==> src/rtl/onecold_rr_encoder.sv <==
// Active-low N-bit request vector -> binary code (fixed priority or round-robin), registered behind a valid/ready stage.
// Optional macro ONECOLD_ERR_CNT_EN adds err_cnt, a saturating count of multi-hot/none-active accepts.
module onecold_rr_encoder #(
  parameter int N    = 4,
  parameter int MODE = 0,
  parameter int W    = $clog2(N)
) (
  input  logic         clk,
  input  logic         rst_n,
  input  logic         in_valid,
  output logic         in_ready,
  input  logic [N-1:0] in_vec,
  output logic         out_valid,
  input  logic         out_ready,
  output logic [W-1:0] out_code,
  output logic         out_multi,
  output logic         out_none
`ifdef ONECOLD_ERR_CNT_EN
  , output logic [7:0] err_cnt
`endif
);

  logic [N-1:0] w_act;
  logic         w_multi;
  logic         w_none;
  logic         w_accept;
  logic [W-1:0] w_fp_sel;
  logic [W-1:0] w_rr_sel;
  logic         w_rr_found;
  logic [W-1:0] w_sel;

  logic         r_valid;
  logic [W-1:0] r_code;
  logic         r_multi;
  logic         r_none;
  logic [W-1:0] r_last;

  assign w_act    = ~in_vec;
  // Clearing the lowest set bit leaves something only if two or more bits were set.
  assign w_multi  = |(w_act & (w_act - N'(1)));
  assign w_none   = ~|w_act;
  assign in_ready = !r_valid || out_ready;
  assign w_accept = in_valid && in_ready;

  always_comb begin
    int idx;
    w_fp_sel   = '0;
    w_rr_sel   = '0;
    w_rr_found = 1'b0;
    idx        = 0;
    // Code c lives at bit N-1-c; scanning down leaves the lowest active code.
    for (int c = N - 1; c >= 0; c--) begin
      if (w_act[N-1-c]) w_fp_sel = W'(c);
    end
    for (int k = 0; k < N; k++) begin
      idx = int'(r_last) + 1 + k;
      if (idx >= N) idx = idx - N;
      if (!w_rr_found && w_act[N-1-idx]) begin
        w_rr_sel   = W'(idx);
        w_rr_found = 1'b1;
      end
    end
  end

  assign w_sel = (MODE == 1) ? w_rr_sel : w_fp_sel;

  always_ff @(posedge clk or negedge rst_n) begin
    if (!rst_n) begin
      r_valid <= 1'b0;
      r_code  <= '0;
      r_multi <= 1'b0;
      r_none  <= 1'b0;
      r_last  <= W'(N - 1);
    end else if (w_accept) begin
      r_valid <= 1'b1;
      r_code  <= w_none ? '0 : w_sel;
      r_multi <= w_multi;
      r_none  <= w_none;
      if (MODE == 1 && !w_none) r_last <= w_rr_sel;
    end else if (out_ready) begin
      r_valid <= 1'b0;
    end
  end

  assign out_valid = r_valid;
  assign out_code  = r_code;
  assign out_multi = r_multi;
  assign out_none  = r_none;

`ifdef ONECOLD_ERR_CNT_EN
  logic [7:0] r_err_cnt;

  always_ff @(posedge clk or negedge rst_n) begin
    if (!rst_n) begin
      r_err_cnt <= 8'd0;
    end else if (w_accept && (w_multi || w_none) && r_err_cnt != 8'hFF) begin
      r_err_cnt <= r_err_cnt + 8'd1;
    end
  end

  assign err_cnt = r_err_cnt;
`endif

endmodule

==> config.mk <==
export PLATFORM = sky130hd
export DESIGN_NAME = onecold_rr_encoder
export DESIGN_NICKNAME = d
export VERILOG_FILES = /design/src/rtl/onecold_rr_encoder.sv
export SDC_FILE = /design/constraint.sdc
export NUM_CORES = 1
export LEC_CHECK = 0
export BUFFER_PORTS_ARGS = -buffer_cell sky130_fd_sc_hd__buf_2
export CAP_MARGIN = 40
export CORE_AREA = 2 2 39 41
export CTS_CLUSTER_DIAMETER = 60
export DETAILED_ROUTE_END_ITERATION = 16
export DIE_AREA = 0 0 41 43
export SYNTH_ARGS = -nofsm -noshare
export SYNTH_HDL_FRONTEND = slang
export SYNTH_SLANG_ARGS = --single-unit
==> constraint.sdc <==
create_clock -name clk -period 0.9 [get_ports clk]
set_input_delay 0.225 -clock clk [delete_from_list [all_inputs] [get_ports clk]]
set_output_delay 0.225 -clock clk [all_outputs]
set_load 0.02 [all_outputs]
==> reports/results.tsv <==
stage	metric	value	unit
global_routing	GRT Residual Overflow	0	
layout	number of diodes	0	
outcome	violated checks	negative setup slack	
clock_network	CTS tree	done	
clock_network	Clock Path Buffers	2	
timing	RSZ-0062 raised after global routing	yes	
floorplan	io pins	14	
timing	post-layout min period	1080	ps
layout	layout cells sized above 1	60.0	%
floorplan	core area	1380	sq um
power_and_ir_drop	internal power	0.549	mW
yosys	sequential cell area fraction in the yosys report	49.3	%
clock_network	H-tree Lvls	1	
placed_design	Routability Congestion	0.653	
clock_network	Root Buffer	clkbuf_4	
floorplan	Die W	41	um
placed_design	PortBufs	13	
yosys	FF+latch count, synth	5	
power_and_ir_drop	switching portion of total power	27.5	%
setup_path	Crit path buffers/inverters	1	
timing	Slew @ Worst Pin	203	ps
setup_path	arrival time worst endpoint	860	ps
floorplan	DIE AREA	1760	sq um
layout	fin nets	54	
timing	Max-slew headroom	86.3	%
power_and_ir_drop	PwrDens	1550	nW/um^2
yosys	Cells after Synth	23	
clock_network	CTS Buf Count	3	
clock_network	Sink Count	5	
timing	Final Max Tran Viols	0	
yosys	Cell variety after synth	15	
flow_run	Max-cap violations	0	
routing	Routed Antenna Nets	0	
yosys	synthesized net count	31	
power_and_ir_drop	LEAKAGE	0.238	nW
yosys	Cell Area, Synth	254	sq um
layout	commonest cells after routing, fill and taps aside	buf_2 (8), buf_6 (7), dfrtp_1 (4), nand3_1 (3), clkbuf_4 (3)	
power_and_ir_drop	VDD IR max	625	uV
placed_design	Place WS	-90.9	ps
setup_path	critical path's largest stage delay	410	ps
yosys	synth warn	0	
layout	final core utilization	35.3	%
yosys	syn avg cell area	11.0	sq um
timing	Fin. Hold Viols	0	
routing	Via density	4.20	
timing	Max Fclk	0.926	GHz
setup_path	CP Cell Sequence	nand2b_4 -> buf_6	
setup_path	Slowest cell on crit path	dfrtp_2	
global_routing	largest net degree at the start of global routing	7	
timing	endpoints failing setup	10	
floorplan	Core Rows	14	
setup_path	CP Data Required Time	670	ps
global_routing	GRT Total Usage	8.69	%
power_and_ir_drop	combinational power share	30.7	%
timing	Final WS setup	-180	ps
timing	Setup Skew	5.28	ps
floorplan	Initial Util	18.4	%
routing	DRC violation count after routing	0	
setup_path	startpoint types	flop	
layout	commonest non-fill, non-tap cell in the layout	buf_2	
power_and_ir_drop	P_sw	0.208	mW
global_routing	initial antenna violation count	0	
power_and_ir_drop	clock share of power	33.6	%
routing	vias	256	
routing	final wirelength	586	um
setup_path	crit path max fanout	2	
setup_path	Setup Crit Path Kind	reg2out	
power_and_ir_drop	Flop pwr share	35.7	%
hold_path	worst min path class	in2reg	
setup_path	crit-path leading delay family	flip-flops	
global_routing	vias in the first global route	240	
setup_path	Critical Path End Type	primary output	
clock_network	Worst-Skew Late Latency	240	ps
routing	drt wl/cell	9.61	um
routing	Iter 0 DRT Violations	3	
timing	final worst-path cycle share	120	%
routing	router iterations before antenna repair	3	
outcome	status	finished, violations left	
clock_network	Worst-path clk slew	40	ps
layout	area added between synthesis and finish	92.1	%
global_routing	first-pass GRT wire length	979	um
floorplan	Die Ht	43	um
[per-layer routing]
layer | global-route usage, % | up-vias | wire [um]
li1 | - | 124 | -
met1 | 10.8 | 122 | 246
met2 | 11.9 | 8 | 295
met3 | 4.71 | 2 | 32
met4 | 4.00 | 0 | 11
met5 | 0 | - | 0
[final timing paths]
kind                            cells past startpoint      start  slack [ps]     endpoint
worst max-delay path                                2  out_valid        -180     in_ready
worst min-delay path                                2   in_valid         300    out_valid
worst max register to register                      4  out_valid        -180  out_code[1]
worst min register to register                      1  out_multi         530    out_multi
max in group asynchronous                           2      rst_n         440    out_valid
min in group asynchronous                           2      rst_n         320     out_none
[cell usage after synthesis]
cell type | n | area, sq um
nand2b_4 | 1 | 13.8
nand3_1 | 3 | 15.0
o2bb2ai_1 | 1 | 8.76
a21oi_1 | 1 | 5.00
mux2i_1 | 1 | 10.0
a21boi_1 | 1 | 7.51
nand2_4 | 1 | 11.3
inv_1 | 1 | 3.75
dfrtp_1 | 5 | 125
nand2b_1 | 2 | 12.5
o21ai_0 | 1 | 5.00
nand4_1 | 1 | 6.26
nand2_1 | 1 | 3.75
nor2_1 | 1 | 3.75
mux2_2 | 2 | 22.5
[final cells by class]
type | count | area, sq um
Fill cell | 156 | 896
Timing Repair Buffer | 18 | 156
Multi-Input combinational cell | 17 | 155
Sequential cell | 5 | 126
Clock buffer | 4 | 26.3
Tap cell | 16 | 20.0
Inverter | 1 | 3.75
[power groups by stage]
stage,Clock (mW),Combinational [mW],Sequential (mW)
finish,0.254,0.233,0.270
global route,0.294,0.247,0.272
CTS,0.268,0.227,0.271
detailed placement,0,0.158,0.266
global placement,0,0.157,0.266
floorplan,0,0.0519,0.297
[per-stage QoR]
step | std cells | setup TNS, ps | hold slack, ps | total power, mW | area (sq um)
floorplan | 23 | -327 | -70.6 | 0.348 | 255
global placement | 55 | -185 | 42.5 | 0.423 | 363
finish | 61 | -1220 | 304 | 0.757 | 488
CTS | 61 | -1280 | 294 | 0.765 | 477
detailed placement | 55 | -202 | 43.7 | 0.425 | 363
global route | 61 | -1540 | 299 | 0.813 | 488
[flip-flops by register name, indices dropped and copies added, names as in the netlist]
| signal | flops |
|---|---|
| out_code | 2 |
| out_multi | 1 |
| out_none | 1 |
| out_valid | 1 |
[logic make-up (layout without fill, tap and decap cells)]
family                 count (synthesis)  in the layout  synth area share, %
AND/OR/NAND/NOR                       10             10                 26.1
flip-flops                             5              5                 49.3
AO/OA/AOI/OAI                          4              4                 10.3
multiplexers                           3              3                 12.8
buffers and inverters                  1             23                 1.48
[timing repair]
item,in CTS,in global routing
pin swaps,1,0
resized for setup,15,2
setup endpoints to repair,10,11
buffers inserted,1,0
hold endpoints to repair,5,0
hold buffers,1,0
(Power assumes the default switching activity.)
